$ cat src/rtl/bingo_engine.sv
// Bingo draw engine: scans the card RAM for each drawn number, marks hits, detects winners.
// Optional feature: define BINGO_REPEAT_REJECT_EN to reject numbers that were already drawn.
module bingo_engine #(
    parameter int DATA_WIDTH         = 8,
    parameter int NUM_PLAYERS        = 2,
    parameter int ENTRIES_PER_PLAYER = 8,
    parameter int ADDR_WIDTH         = 4,
    parameter int TICK_COUNT         = 50
) (
    input  logic                                      clk,
    input  logic                                      rst,
    input  logic                                      start_game,
    input  logic                                      next_edge,
    input  logic [DATA_WIDTH-1:0]                     guessed_number,
    input  logic [DATA_WIDTH-1:0]                     ram_read_number,
    output logic [ADDR_WIDTH-1:0]                     ram_addr,
    output logic                                      ram_write_en,
    output logic                                      ram_delete,
    output logic                                      enable_displays,
    output logic [NUM_PLAYERS*ENTRIES_PER_PLAYER-1:0] game_state,
    output logic [DATA_WIDTH-1:0]                     guessed_number_r,
    output logic                                      toggle_1s,
    output logic                                      endgame,
    output logic [NUM_PLAYERS-1:0]                    winner,
    output logic [7:0]                                guess_count,
    output logic                                      dup_guess
);

    localparam int TOTAL = NUM_PLAYERS * ENTRIES_PER_PLAYER;
    localparam logic [ADDR_WIDTH-1:0] LAST = ADDR_WIDTH'(TOTAL - 1);
    localparam int TW = (TICK_COUNT > 1) ? $clog2(TICK_COUNT) : 1;
    localparam logic [TW-1:0] TICK_MAX = TW'(TICK_COUNT - 1);

    typedef enum logic [2:0] {
        S_IDLE, S_WAIT, S_LOAD, S_READ, S_CMP, S_MARK, S_CHECK, S_DONE
    } state_t;

    state_t                  state_q, state_d;
    logic [ADDR_WIDTH-1:0]   addr_q, addr_d;
    logic [TOTAL-1:0]        gs_q, gs_d;
    logic [DATA_WIDTH-1:0]   gnr_q, gnr_d;
    logic [NUM_PLAYERS-1:0]  win_q, win_d;
    logic [NUM_PLAYERS-1:0]  full;
    logic [7:0]              gc_q, gc_d;
    logic [TW-1:0]           tick_q, tick_d;
    logic                    tog_q, tog_d;
`ifdef BINGO_REPEAT_REJECT_EN
    logic [2**DATA_WIDTH-1:0] hist_q, hist_d;
    logic                     dup_q, dup_d;
`endif

    always_comb begin
        state_d = state_q;
        addr_d  = addr_q;
        gs_d    = gs_q;
        gnr_d   = gnr_q;
        win_d   = win_q;
        gc_d    = gc_q;
        tick_d  = tick_q;
        tog_d   = tog_q;
`ifdef BINGO_REPEAT_REJECT_EN
        hist_d  = hist_q;
        dup_d   = 1'b0;
`endif
        for (int p = 0; p < NUM_PLAYERS; p++) begin
            full[p] = &gs_q[p*ENTRIES_PER_PLAYER +: ENTRIES_PER_PLAYER];
        end
        unique case (state_q)
            S_IDLE: if (start_game) state_d = S_WAIT;
            S_WAIT: begin
                if (tick_q == TICK_MAX) begin
                    tick_d = '0;
                    tog_d  = ~tog_q;
                end else begin
                    tick_d = tick_q + 1'b1;
                end
                if (next_edge) state_d = S_LOAD;
            end
            S_LOAD: begin
                gnr_d   = guessed_number;
                addr_d  = '0;
                state_d = S_READ;
`ifdef BINGO_REPEAT_REJECT_EN
                if (hist_q[guessed_number]) begin
                    dup_d   = 1'b1;
                    state_d = S_WAIT;
                end else begin
                    hist_d[guessed_number] = 1'b1;
                    gc_d = (gc_q == 8'hFF) ? gc_q : gc_q + 8'd1;
                end
`else
                gc_d = (gc_q == 8'hFF) ? gc_q : gc_q + 8'd1;
`endif
            end
            S_READ: state_d = S_CMP;
            S_CMP: begin
                if (ram_read_number == gnr_q) begin
                    state_d = S_MARK;
                end else if (addr_q == LAST) begin
                    state_d = S_CHECK;
                end else begin
                    addr_d  = addr_q + 1'b1;
                    state_d = S_READ;
                end
            end
            S_MARK: begin
                gs_d[addr_q] = 1'b1;
                if (addr_q == LAST) begin
                    state_d = S_CHECK;
                end else begin
                    addr_d  = addr_q + 1'b1;
                    state_d = S_READ;
                end
            end
            S_CHECK: begin
                win_d   = win_q | full;
                state_d = (|full) ? S_DONE : S_WAIT;
            end
            S_DONE: begin
                if (start_game) begin
                    gs_d    = '0;
                    win_d   = '0;
                    gc_d    = '0;
                    state_d = S_WAIT;
`ifdef BINGO_REPEAT_REJECT_EN
                    hist_d  = '0;
`endif
                end
            end
            default: state_d = S_IDLE;
        endcase
    end

    always_ff @(posedge clk) begin
        if (rst) begin
            state_q <= S_IDLE;
            addr_q  <= '0;
            gs_q    <= '0;
            gnr_q   <= '0;
            win_q   <= '0;
            gc_q    <= '0;
            tick_q  <= '0;
            tog_q   <= 1'b0;
`ifdef BINGO_REPEAT_REJECT_EN
            hist_q  <= '0;
            dup_q   <= 1'b0;
`endif
        end else begin
            state_q <= state_d;
            addr_q  <= addr_d;
            gs_q    <= gs_d;
            gnr_q   <= gnr_d;
            win_q   <= win_d;
            gc_q    <= gc_d;
            tick_q  <= tick_d;
            tog_q   <= tog_d;
`ifdef BINGO_REPEAT_REJECT_EN
            hist_q  <= hist_d;
            dup_q   <= dup_d;
`endif
        end
    end

    // Strobes are gated by rst so a reset landing on MARK never writes.
    assign ram_write_en     = (state_q == S_MARK) && !rst;
    assign ram_delete       = (state_q == S_MARK) && !rst;
    assign enable_displays  = (state_q == S_CMP);
    assign endgame          = (state_q == S_DONE);
    assign ram_addr         = addr_q;
    assign game_state       = gs_q;
    assign guessed_number_r = gnr_q;
    assign winner           = win_q;
    assign guess_count      = gc_q;
    assign toggle_1s        = tog_q;
`ifdef BINGO_REPEAT_REJECT_EN
    assign dup_guess        = dup_q;
`else
    assign dup_guess        = 1'b0;
`endif

endmodule

$ cat config.mk
export PLATFORM = sky130hd
export DESIGN_NAME = bingo_engine
export DESIGN_NICKNAME = d
export VERILOG_FILES = /design/src/rtl/bingo_engine.sv
export SDC_FILE = /design/constraint.sdc
export NUM_CORES = 1
export LEC_CHECK = 0
export CORE_UTILIZATION = 51
export CTS_CLUSTER_DIAMETER = 80
export DETAILED_ROUTE_END_ITERATION = 7
export PLACE_DENSITY = 0.92
export SLEW_MARGIN = 20
export SYNTH_ARGS = -nofsm -noshare
export SYNTH_HDL_FRONTEND = slang
export SYNTH_SLANG_ARGS = --single-unit
$ cat constraint.sdc
create_clock -name clk -period 5.21 [get_ports clk]
set_clock_uncertainty 0.15 [all_clocks]
set_input_delay 1.3025 -clock clk [delete_from_list [all_inputs] [get_ports clk]]
set_output_delay 1.3025 -clock clk [all_outputs]
set_load 0.02 [all_outputs]
==> metrics.txt, run 1 <==
# TYPE chip_impl_metric gauge
chip_impl_info{name="run_status",value="completed"} 1
chip_impl_metric{name="synth.avg_cell_area",unit="um2"} 8.17
chip_impl_metric{name="multiInputGateArea",unit="mm2"} 0.00116
chip_impl_info{name="timing.critical_path.mode_cell",value="sky130_fd_sc_hd__clkdlybuf4s50_1"} 1
chip_impl_metric{name="synth_register_bits",unit=""} 48
chip_impl_metric{name="detailed_place.area",unit="mm2"} 0.00287
chip_impl_metric{name="drc_errors",unit=""} 0
chip_impl_metric{name="die_width",unit="um"} 68.4
chip_impl_metric{name="global_route.overflow_total",unit=""} 0
chip_impl_metric{name="max_cap_viol_count",unit=""} 0
chip_impl_metric{name="synth-async-reset-ratio",unit=""} 0
chip_impl_metric{name="relSlewSlack",unit=""} 0.381
chip_impl_metric{name="setup_violations",unit=""} 0
chip_impl_metric{name="first_global_vias",unit=""} 1929
chip_impl_metric{name="die_area",unit="mm2"} 0.00468
chip_impl_metric{name="final_non_filler_cells",unit=""} 382
chip_impl_info{name="cp-start-kind",value="primary input"} 1
chip_impl_metric{name="synth-compound-area-share",unit=""} 0.143
chip_impl_info{name="criticalPathCategory",value="primary input to output pin"} 1
chip_impl_metric{name="routed_wl",unit="um"} 5210
chip_impl_metric{name="synth_top_area_share",unit=""} 0.428
chip_impl_metric{name="cts-hold-fix-buffers",unit=""} 0
chip_impl_metric{name="max_slew.worst_pin.slew",unit="ns"} 0.929
chip_impl_info{name="crit_path_top_delay_cell",value="sky130_fd_sc_hd__clkdlybuf4s50_1"} 1
chip_impl_info{name="synth_largest_area_cell",value="sky130_fd_sc_hd__dfxtp_1"} 1
chip_impl_metric{name="antenna_cells",unit=""} 0
chip_impl_metric{name="report.power.total",unit="uW"} 746
chip_impl_metric{name="port-buffer-count",unit=""} 62
chip_impl_metric{name="synth_simple_gate_area_share",unit=""} 0.252
chip_impl_metric{name="grt_start_max_net_pins",unit=""} 27
chip_impl_metric{name="sequential_area_share_after_synthesis",unit=""} 0.428
chip_impl_metric{name="drv_slew",unit=""} 0
chip_impl_metric{name="cp_data_required_time",unit="ns"} 3.76
chip_impl_info{name="netlist_top_cells_count",value="sky130_fd_sc_hd__dfxtp_1 (48), sky130_fd_sc_hd__nor2_1 (48), sky130_fd_sc_hd__a21oi_1 (28), sky130_fd_sc_hd__nand2_1 (25), sky130_fd_sc_hd__xnor2_1 (14)"} 1
chip_impl_metric{name="finalCriticalPeriod",unit="ns"} 4.29
chip_impl_metric{name="starting_drc_count_in_detailed_routing",unit=""} 173
chip_impl_metric{name="final_nets",unit=""} 358
chip_impl_metric{name="clkSinkCount",unit=""} 48
chip_impl_metric{name="core_area",unit="mm2"} 0.00412
chip_impl_metric{name="critical_path.max_fanout",unit=""} 2
chip_impl_metric{name="register_area",unit="um2"} 961
chip_impl_metric{name="adder_cell_area_share_of_the_yosys_netlist",unit=""} 0.0390
chip_impl_metric{name="vias",unit=""} 2119
chip_impl_metric{name="post_synth_xor_area_fraction",unit=""} 0.0741
chip_impl_metric{name="finish.instance_area",unit="mm2"} 0.00299
chip_impl_metric{name="power.density_cell_area",unit="mW/mm2"} 250
chip_impl_metric{name="post_drt_via_cell_ratio",unit=""} 5.55
chip_impl_metric{name="max-vdd-ir-drop",unit="mV"} 0.136
chip_impl_metric{name="fillerInstances",unit=""} 345
chip_impl_metric{name="critical_path_buf_inv_count",unit=""} 2
chip_impl_metric{name="synthesized_cell_area",unit="mm2"} 0.00225
chip_impl_metric{name="synth_edf_count",unit=""} 0
chip_impl_metric{name="post_cts_resize_count",unit=""} 0
chip_impl_metric{name="grt_pass1_wl",unit="um"} 8340
chip_impl_metric{name="cts.reportedPaths.clkPinSlew",unit="ns"} 0.09
chip_impl_metric{name="syn_inst",unit=""} 275
chip_impl_metric{name="drtAntennaViolNets",unit=""} 0
chip_impl_metric{name="place.detailed.hpwl",unit="um"} 3700
chip_impl_info{name="grt_setup_unrepaired",value="no"} 1
chip_impl_info{name="clock_tree_from_tritoncts",value="built"} 1
chip_impl_metric{name="antenna_found_initial",unit=""} 0
chip_impl_metric{name="syn_nets",unit=""} 302
chip_impl_metric{name="floorplan.die.height",unit="um"} 68.4
chip_impl_metric{name="detail_route.first_pass.iterations",unit=""} 4
chip_impl_info{name="largest_family_of_logic_cells_by_synthesized_area",value="simple AND/OR/NAND/NOR gates"} 1
chip_impl_metric{name="initial_utilization",unit=""} 0.546
chip_impl_metric{name="place_congestion",unit=""} 0.812
chip_impl_info{name="clock_tree.root_cell",value="sky130_fd_sc_hd__clkbuf_8"} 1
chip_impl_metric{name="final_hold_viol_count",unit=""} 0
chip_impl_info{name="critical_path.endpoint_type",value="output pin"} 1
chip_impl_metric{name="worst_path_largest_cell_delay",unit="ns"} 0.70
chip_impl_info{name="crit_path_leading_delay_family",value="buffers and inverters"} 1
chip_impl_metric{name="rows",unit=""} 23
chip_impl_metric{name="period_share",unit=""} 0.823
chip_impl_metric{name="cellLeakagePower",unit="nW"} 1.02
chip_impl_metric{name="syn_to_final_growth",unit="%"} 33.0
chip_impl_metric{name="totalNegativeSetupSlack",unit="ns"} 0
chip_impl_metric{name="fmax",unit="GHz"} 0.233
chip_impl_metric{name="synth_cell_type_count",unit=""} 42
chip_impl_metric{name="drive_gt1_frac",unit=""} 0.0542
chip_impl_info{name="postSynth.topFlopCell",value="sky130_fd_sc_hd__dfxtp_1"} 1
chip_impl_metric{name="numPlacedInstances",unit=""} 374
chip_impl_metric{name="ioPinCount",unit=""} 64
chip_impl_metric{name="clock_path_buffers",unit=""} 2
chip_impl_metric{name="route.detailed.wl_per_inst",unit="um"} 13.6
chip_impl_metric{name="cts-htree-levels",unit=""} 2
chip_impl_metric{name="clkLatencyLatePin",unit="ns"} 0.31
chip_impl_info{name="post_synth_main_area_contributors",value="sky130_fd_sc_hd__dfxtp_1 (43%), sky130_fd_sc_hd__nor2_1 (8.0%), sky130_fd_sc_hd__a21oi_1 (6.2%)"} 1
chip_impl_metric{name="multiplexer_area_fraction_after_synthesis",unit=""} 0.00891
chip_impl_metric{name="post_cts.repair.setup_buffers",unit=""} 0
chip_impl_metric{name="numCtsBuffers",unit=""} 5
chip_impl_info{name="worstHoldPathType",value="flop to flop"} 1
chip_impl_metric{name="cp.arrival",unit="ns"} 2.83
chip_impl_metric{name="track_usage",unit=""} 0.241
chip_impl_metric{name="synthesis.yosys.warnings",unit=""} 0
chip_impl_info{name="cells_traversed_along_the_worst_timing_path",value="clkdlybuf4s50_1, nor4_1, clkdlybuf4s50_1"} 1
flip-flops by register name (all words and copies together) (netlist names):
name / flops
guessed_number_r: 8
game_state: 16
tick_q: 6
winner: 2
state_q: 3
ram_addr: 4
toggle_1s: 1
guess_count: 8
placed cells by master, fill, tap and decap left out, drive strengths merged, types with 8 or more instances in the layout:
cell	count
inv	14
o21ai	8
nor2	48
a21oi	28
nand4	10
clkdlybuf4s50	62
nand2	25
xnor2	14
nor3	8
dfxtp	48
metal layers:
metal,share of wire,vias to the layer above,global-route usage
li1,-,1042,-
met1,0.43,975,0.279
met2,0.48,93,0.415
met3,0.081,9,0.0733
met4,0.012,0,0.0833
met5,0,-,0
path summary, 6_finish.rpt:
kind | slack (ns) | cells after the start | startpoint | end
hold reg to reg | 0.34 | 2 | guessed_number_r[1]$_SDFFE_PP0P_ | guessed_number_r[1]$_SDFFE_PP0P_
setup / recovery | 0.92 | 3 | rst | ram_delete
hold / removal | 0.34 | 2 | guessed_number_r[1]$_SDFFE_PP0P_ | guessed_number_r[1]$_SDFFE_PP0P_
setup reg to reg | 3.02 | 5 | state_q[1]$_SDFFE_PP0P_ | guess_count[4]$_SDFFE_PP0P_
power breakdown:
group,switching [mW],leakage [nW],internal (mW)
registers,0.0149,0.387,0.375
clock network,0.133,0.0548,0.145
logic,0.0384,0.582,0.0397
final cells by class:
| class | count | share of cell area |
|---|---|---|
| clock buffers | 5 | 0.0230 |
| clock inverters | 3 | 0.0155 |
| inverters | 13 | 0.0163 |
| multi-input cells | 199 | 0.390 |
| flip-flops and latches | 48 | 0.322 |
| well taps | 50 | 0.0209 |
| repair buffers | 64 | 0.213 |
tightest hold or removal path: cells and delay by family, from the launching register on:
kind            cells  cell delay [ns]
flops               1             0.34
simple gates        1             0.06
compound gates      1             0.05
stage by stage:
step / hold WS, ns / setup WS, ns / util
floorplan: 0.308 / 1.30 / -
global placement: 0.301 / 0.936 / 0.698
detailed placement: 0.322 / 0.964 / 0.698
CTS: 0.342 / 0.940 / 0.726
global route: 0.363 / 0.892 / 0.726
finish: 0.339 / 0.923 / 0.726
kinds of logic (layout without fill, tap and decap cells):
logic type,after synthesis,in the layout
buf+inv,28,85
flops,48,48
simple gates,116,116
compound gates,54,54
xor+xnor,19,19
fa+ha+maj,7,7
mux,2,2
other cells,1,1
No activity file was read; power rests on OpenSTA's default activity.
==> inputs of run 2 (changes only) <==
--- a/config.mk
+++ b/config.mk
@@ -5,10 +5,10 @@
 export SDC_FILE = /design/constraint.sdc
 export NUM_CORES = 1
 export LEC_CHECK = 0
-export CORE_UTILIZATION = 51
+export CORE_UTILIZATION = 43
 export CTS_CLUSTER_DIAMETER = 80
 export DETAILED_ROUTE_END_ITERATION = 7
-export PLACE_DENSITY = 0.92
+export PLACE_DENSITY = 0.83
 export SLEW_MARGIN = 20
 export SYNTH_ARGS = -nofsm -noshare
 export SYNTH_HDL_FRONTEND = slang
==> constraint.sdc (replaced) <==
create_clock -name clk -period 3.88 [get_ports clk]
set_clock_uncertainty 0.15 [all_clocks]
set_input_delay 0.97 -clock clk [delete_from_list [all_inputs] [get_ports clk]]
set_output_delay 0.97 -clock clk [all_outputs]
set_load 0.02 [all_outputs]
==> metrics.txt, run 2 (synthesis gave the netlist of run 1 again) <==
# TYPE chip_impl_metric gauge
chip_impl_metric{name="route.detailed.wl_per_inst",unit="um"} 12.5
chip_impl_metric{name="grt_pass1_wl",unit="um"} 8300
chip_impl_metric{name="globalRouteMet1Util",unit=""} 0.244
chip_impl_metric{name="grt_start_max_net_pins",unit=""} 27
chip_impl_metric{name="post_cts.repair.setup_buffers",unit=""} 0
chip_impl_metric{name="layout_setup_ws",unit="ns"} 0.261
chip_impl_info{name="clock_tree_from_tritoncts",value="built"} 1
chip_impl_metric{name="starting_drc_count_in_detailed_routing",unit=""} 134
chip_impl_metric{name="hold-path-cell-count",unit=""} 2
chip_impl_metric{name="first_global_vias",unit=""} 1898
chip_impl_metric{name="post_drt_via_cell_ratio",unit=""} 5.21
chip_impl_metric{name="cts-htree-levels",unit=""} 2
chip_impl_metric{name="drc_errors",unit=""} 0
chip_impl_metric{name="rows",unit=""} 25
chip_impl_metric{name="critical_path.max_fanout",unit=""} 2
chip_impl_info{name="grt_setup_unrepaired",value="no"} 1
chip_impl_info{name="criticalPathCategory",value="primary input to output pin"} 1
chip_impl_metric{name="drv_slew",unit=""} 0
chip_impl_info{name="worstHoldPathType",value="flop to flop"} 1
chip_impl_metric{name="vias",unit=""} 2089
chip_impl_metric{name="die_width",unit="um"} 74.3
chip_impl_info{name="layout.cells.most_common_list",value="sky130_fd_sc_hd__clkdlybuf4s50_1 (62), sky130_fd_sc_hd__nor2_1 (48), sky130_fd_sc_hd__dfxtp_1 (48), sky130_fd_sc_hd__a21oi_1 (28), sky130_fd_sc_hd__nand2_1 (25)"} 1
chip_impl_metric{name="preCtsSetupSlack",unit="ns"} 0.273
chip_impl_metric{name="drtAntennaViolNets",unit=""} 0
chip_impl_metric{name="antenna_found_initial",unit=""} 0
chip_impl_info{name="clock_tree.root_cell",value="sky130_fd_sc_hd__clkbuf_8"} 1
chip_impl_info{name="cp-start-kind",value="primary input"} 1
chip_impl_metric{name="syn_to_final_growth",unit="%"} 34.4
chip_impl_metric{name="detail_route.first_pass.iterations",unit=""} 4
chip_impl_metric{name="clock_path_buffers",unit=""} 2
chip_impl_metric{name="cts.reportedPaths.clkPinSlew",unit="ns"} 0.09
chip_impl_metric{name="totalNegativeSetupSlack",unit="ns"} 0
chip_impl_metric{name="track_usage",unit=""} 0.195
chip_impl_metric{name="drive_gt1_frac",unit=""} 0.0599
chip_impl_metric{name="place_congestion",unit=""} 0.866
chip_impl_metric{name="global_route.overflow_total",unit=""} 0
chip_impl_metric{name="antenna_cells",unit=""} 0
chip_impl_metric{name="initial_utilization",unit=""} 0.461
chip_impl_metric{name="fillerInstances",unit=""} 458
chip_impl_metric{name="period_share",unit=""} 0.933
chip_impl_metric{name="depth_of_the_most_critical_reg_to_reg_path",unit=""} 5
chip_impl_info{name="run_status",value="completed"} 1
chip_impl_metric{name="floorplan.die.height",unit="um"} 74.3
chip_impl_metric{name="core_area",unit="mm2"} 0.00488
chip_impl_info{name="critical_path.endpoint_type",value="output pin"} 1
chip_impl_metric{name="place.detailed.hpwl",unit="um"} 3580
chip_impl_info{name="final_common_cell",value="sky130_fd_sc_hd__clkdlybuf4s50_1"} 1
chip_impl_metric{name="final_nets",unit=""} 360
chip_impl_metric{name="multiInputGateArea",unit="mm2"} 0.00116
chip_impl_info{name="globalRoute.busiestLayer",value="met2"} 1
chip_impl_metric{name="register_area",unit="um2"} 961
chip_impl_metric{name="final_hold_viol_count",unit=""} 0
chip_impl_metric{name="clkSinkCount",unit=""} 48
chip_impl_metric{name="ioPinCount",unit=""} 64
chip_impl_metric{name="port-buffer-count",unit=""} 62
chip_impl_metric{name="cellLeakagePower",unit="nW"} 1.03
chip_impl_metric{name="routed_wl",unit="um"} 5010
chip_impl_metric{name="max_cap_viol_count",unit=""} 0
chip_impl_metric{name="fmax",unit="GHz"} 0.276
chip_impl_metric{name="finalCriticalPeriod",unit="ns"} 3.62
chip_impl_metric{name="met2_resource_use_gr",unit=""} 0.328
chip_impl_metric{name="max_slew.worst_pin.slew",unit="ns"} 0.572
chip_impl_metric{name="cp.arrival",unit="ns"} 2.50
chip_impl_metric{name="cp_data_required_time",unit="ns"} 2.76
chip_impl_metric{name="numCtsBuffers",unit=""} 5
chip_impl_metric{name="power.density_cell_area",unit="mW/mm2"} 328
chip_impl_metric{name="largest_register_ffs",unit=""} 16
chip_impl_metric{name="max-vdd-ir-drop",unit="mV"} 0.167
chip_impl_metric{name="post_cts_resize_count",unit=""} 0
chip_impl_metric{name="relSlewSlack",unit=""} 0.615
chip_impl_metric{name="use_met3",unit=""} 0.0501
chip_impl_metric{name="setup_violations",unit=""} 0
chip_impl_metric{name="die_area",unit="mm2"} 0.00552
chip_impl_metric{name="cts-hold-fix-buffers",unit=""} 0
chip_impl_metric{name="clkLatencyLatePin",unit="ns"} 0.30
==> run 2: cell types whose count changed in the layout (fill, tap and decap cells not counted) <==
cell	previous run	this run
sky130_fd_sc_hd__buf_4	2	4
sky130_fd_sc_hd__inv_6	1	0
sky130_fd_sc_hd__clkinv_2	0	1
==> run 2: where the power goes <==
part	switching, mW	internal [mW]
Clock	0.166	0.191
Combinational	0.0589	0.0563
Sequential	0.0152	0.504
Total	0.240	0.751
==> run 2: cell type report <==
type / instances / area share
clock inverters: 3 / 0.0141
well taps: 67 / 0.0278
multi-input cells: 199 / 0.386
flip-flops and latches: 48 / 0.318
inverters: 13 / 0.0162
repair buffers: 66 / 0.215
clock buffers: 5 / 0.0228
==> run 2: worst max-delay path, stage by stage <==
cell and delay, ns:
sky130_fd_sc_hd__clkdlybuf4s50_1 0.45, sky130_fd_sc_hd__nor4_1 0.38, sky130_fd_sc_hd__clkdlybuf4s50_1 0.70
==> run 2: through the flow <==
stage	total power, mW	util	cell area (um2)	cells	hold WS (ns)
floorplan	0.599	-	2250	275	0.308
global placement	0.641	0.596	2910	393	0.305
detailed placement	0.644	0.596	2910	393	0.314
CTS	1.00	0.619	3020	401	0.337
global route	1.04	0.619	3020	401	0.369
finish	0.991	0.619	3020	401	0.327
==> run 2: layer usage <==
metal	vias up	wire (um)
met1	943	2230
met2	85	2340
met5	-	0
met4	0	91
li1	1048	-
met3	13	350
==> run 2: worst paths after layout <==
kind	start	endpoint	slack, ns
setup / recovery	rst	ram_delete	0.26
hold reg to reg	winner[1]$_SDFFE_PP0P_	winner[1]$_SDFFE_PP0P_	0.33
hold / removal	winner[1]$_SDFFE_PP0P_	winner[1]$_SDFFE_PP0P_	0.33
setup reg to reg	state_q[1]$_SDFFE_PP0P_	guess_count[6]$_SDFFE_PP0P_	1.74
==> inputs of run 3 (changes only) <==
--- a/config.mk
+++ b/config.mk
@@ -5,10 +5,11 @@
 export SDC_FILE = /design/constraint.sdc
 export NUM_CORES = 1
 export LEC_CHECK = 0
-export CORE_UTILIZATION = 43
+export CORE_MARGIN = 4
+export CORE_UTILIZATION = 40
 export CTS_CLUSTER_DIAMETER = 80
 export DETAILED_ROUTE_END_ITERATION = 7
-export PLACE_DENSITY = 0.83
+export PLACE_DENSITY = 0.79
 export SLEW_MARGIN = 20
 export SYNTH_ARGS = -nofsm -noshare
 export SYNTH_HDL_FRONTEND = slang
==> metrics.txt, run 3 (synthesis gave the netlist of run 1 again) <==
# TYPE chip_impl_metric gauge
chip_impl_info{name="run_status",value="completed"} 1
chip_impl_metric{name="port-buffer-count",unit=""} 62
chip_impl_metric{name="max-vdd-ir-drop",unit="mV"} 0.139
chip_impl_metric{name="largest_register_ffs",unit=""} 16
chip_impl_metric{name="max_slew.worst_pin.slew",unit="ns"} 0.584
chip_impl_metric{name="route.detailed.wl_per_inst",unit="um"} 12.6
chip_impl_metric{name="post_cts_resize_count",unit=""} 0
chip_impl_metric{name="grt_pass1_wl",unit="um"} 8470
chip_impl_info{name="crit_path_leading_delay_family",value="buffers and inverters"} 1
chip_impl_metric{name="place_congestion",unit=""} 0.803
chip_impl_metric{name="max_cap_viol_count",unit=""} 0
chip_impl_info{name="layout.cells.most_common_list",value="sky130_fd_sc_hd__clkdlybuf4s50_1 (62), sky130_fd_sc_hd__nor2_1 (48), sky130_fd_sc_hd__dfxtp_1 (48), sky130_fd_sc_hd__a21oi_1 (28), sky130_fd_sc_hd__nand2_1 (25)"} 1
chip_impl_metric{name="regToRegSetupSlack",unit="ns"} 1.68
chip_impl_metric{name="starting_drc_count_in_detailed_routing",unit=""} 104
chip_impl_info{name="hold_critical_path_endpoint",value="winner[1]$_SDFFE_PP0P_"} 1
chip_impl_info{name="worstHoldPathType",value="flop to flop"} 1
chip_impl_metric{name="die_area",unit="mm2"} 0.00688
chip_impl_metric{name="ioPinCount",unit=""} 64
chip_impl_metric{name="first_global_vias",unit=""} 1886
chip_impl_info{name="clock_tree.root_cell",value="sky130_fd_sc_hd__clkbuf_8"} 1
chip_impl_metric{name="clkSinkCount",unit=""} 48
chip_impl_metric{name="detail_route.first_pass.iterations",unit=""} 4
chip_impl_metric{name="drtAntennaViolNets",unit=""} 0
chip_impl_metric{name="drive_gt1_frac",unit=""} 0.0571
chip_impl_info{name="criticalPathCategory",value="primary input to output pin"} 1
chip_impl_metric{name="post_drt_via_cell_ratio",unit=""} 5.04
chip_impl_metric{name="cp.arrival",unit="ns"} 2.54
chip_impl_info{name="hold_path_startpoint",value="winner[1]$_SDFFE_PP0P_"} 1
chip_impl_metric{name="core_area",unit="mm2"} 0.00547
chip_impl_metric{name="cts.reportedPaths.clkPinSlew",unit="ns"} 0.09
chip_impl_metric{name="syn_to_final_growth",unit="%"} 33.5
chip_impl_metric{name="fmax",unit="GHz"} 0.273
chip_impl_info{name="crit_path_top_delay_cell",value="sky130_fd_sc_hd__clkdlybuf4s50_1"} 1
chip_impl_metric{name="antenna_cells",unit=""} 0
chip_impl_metric{name="numCtsBuffers",unit=""} 5
chip_impl_metric{name="post_cts.repair.setup_buffers",unit=""} 0
chip_impl_metric{name="place.detailed.hpwl",unit="um"} 3710
chip_impl_metric{name="relSlewSlack",unit=""} 0.608
chip_impl_metric{name="cp_data_required_time",unit="ns"} 2.76
chip_impl_metric{name="clkLatencyLatePin",unit="ns"} 0.30
chip_impl_metric{name="power.density_cell_area",unit="mW/mm2"} 311
chip_impl_metric{name="cts-htree-levels",unit=""} 2
chip_impl_metric{name="track_usage",unit=""} 0.144
chip_impl_info{name="cells_traversed_along_the_worst_timing_path",value="clkdlybuf4s50_1, nor4_1, clkdlybuf4s50_1"} 1
chip_impl_metric{name="initial_utilization",unit=""} 0.411
chip_impl_metric{name="cellLeakagePower",unit="nW"} 1.01
chip_impl_info{name="grt_setup_unrepaired",value="no"} 1
chip_impl_info{name="rr_startpoint",value="state_q[1]$_SDFFE_PP0P_"} 1
chip_impl_metric{name="grt_start_max_net_pins",unit=""} 27
chip_impl_metric{name="cts-hold-fix-buffers",unit=""} 0
chip_impl_metric{name="critical_path_buf_inv_count",unit=""} 2
chip_impl_metric{name="drv_slew",unit=""} 0
chip_impl_metric{name="depth_of_the_most_critical_reg_to_reg_path",unit=""} 5
chip_impl_metric{name="period_share",unit=""} 0.944
chip_impl_info{name="clock_tree_from_tritoncts",value="built"} 1
chip_impl_metric{name="setup_violations",unit=""} 0
chip_impl_metric{name="finalCriticalPeriod",unit="ns"} 3.66
chip_impl_metric{name="vias",unit=""} 2042
chip_impl_metric{name="clock_path_buffers",unit=""} 2
chip_impl_metric{name="antenna_found_initial",unit=""} 0
chip_impl_metric{name="rows",unit=""} 27
chip_impl_metric{name="holdWs",unit="ns"} 0.333
chip_impl_info{name="critical_path.endpoint_type",value="output pin"} 1
chip_impl_metric{name="final_nets",unit=""} 359
chip_impl_metric{name="drc_errors",unit=""} 0
chip_impl_info{name="reg2reg_to",value="guess_count[6]$_SDFFE_PP0P_"} 1
chip_impl_metric{name="final_hold_viol_count",unit=""} 0
chip_impl_info{name="timing.critical_path.mode_cell",value="sky130_fd_sc_hd__clkdlybuf4s50_1"} 1
chip_impl_metric{name="worst_path_largest_cell_delay",unit="ns"} 0.70
chip_impl_info{name="cp-start-kind",value="primary input"} 1
chip_impl_metric{name="floorplan.die.height",unit="um"} 83.0
chip_impl_metric{name="critical_path.max_fanout",unit=""} 2
chip_impl_metric{name="global_route.overflow_total",unit=""} 0
chip_impl_info{name="final_common_cell",value="sky130_fd_sc_hd__clkdlybuf4s50_1"} 1
chip_impl_metric{name="totalNegativeSetupSlack",unit="ns"} 0
chip_impl_metric{name="routed_wl",unit="um"} 5080
chip_impl_metric{name="hold-path-cell-count",unit=""} 2
chip_impl_metric{name="die_width",unit="um"} 83.0
-- run 3: layer usage --
layer  global-route usage  share of wire  up-vias
met1                0.188           0.48      928
met3               0.0486          0.085        5
met2                0.223           0.43       65
met5                    0              0        -
li1                     -              -     1044
met4               0.0446          0.010        0
-- run 3: how the worst max path moves through the flow --
stage	end	depth (start not counted)	slack, ns	start
after floorplan	ram_write_en	3	0.64	rst
after global placement	ram_delete	3	0.24	rst
after detailed placement	ram_write_en	3	0.26	rst
after CTS	ram_write_en	3	0.24	rst
after global routing	ram_delete	3	0.17	rst
final	ram_write_en	3	0.22	rst
-- run 3: power by group --
group / switching, mW / leakage [nW] / internal [mW]
clock network: 0.176 / 0.0404 / 0.128
logic: 0.0514 / 0.587 / 0.0541
registers: 0.0204 / 0.387 / 0.504
-- run 3: metrics by stage --
stage	instance area, um2	worst slack, ns	std cells	power, mW	utilization
2_1_floorplan	2250	0.636	275	0.599	-
3_3_place_gp	2910	0.238	397	0.639	0.531
3_5_place_dp	2910	0.261	397	0.640	0.531
4_1_cts	3000	0.237	405	0.944	0.548
5_1_grt	3000	0.173	405	0.972	0.548
6_report	3000	0.218	405	0.933	0.548
-- run 3: worst min-delay path, delay by kind of cell (launching register included) --
kind,cells,cell delay [ns]
flops,1,0.34
compound gates,1,0.04
simple gates,1,0.07
-- run 3: cell type report --
| cell class | count | area (um2) |
|---|---|---|
| clock buffer | 5 | 68.8 |
| inverter | 13 | 48.8 |
| sequential | 48 | 961 |
| tap | 72 | 90.1 |
| timing repair buffer | 65 | 643 |
| clock inverter | 3 | 23.8 |
| multi-input combinational | 199 | 1160 |
| fill | 515 | 2470 |
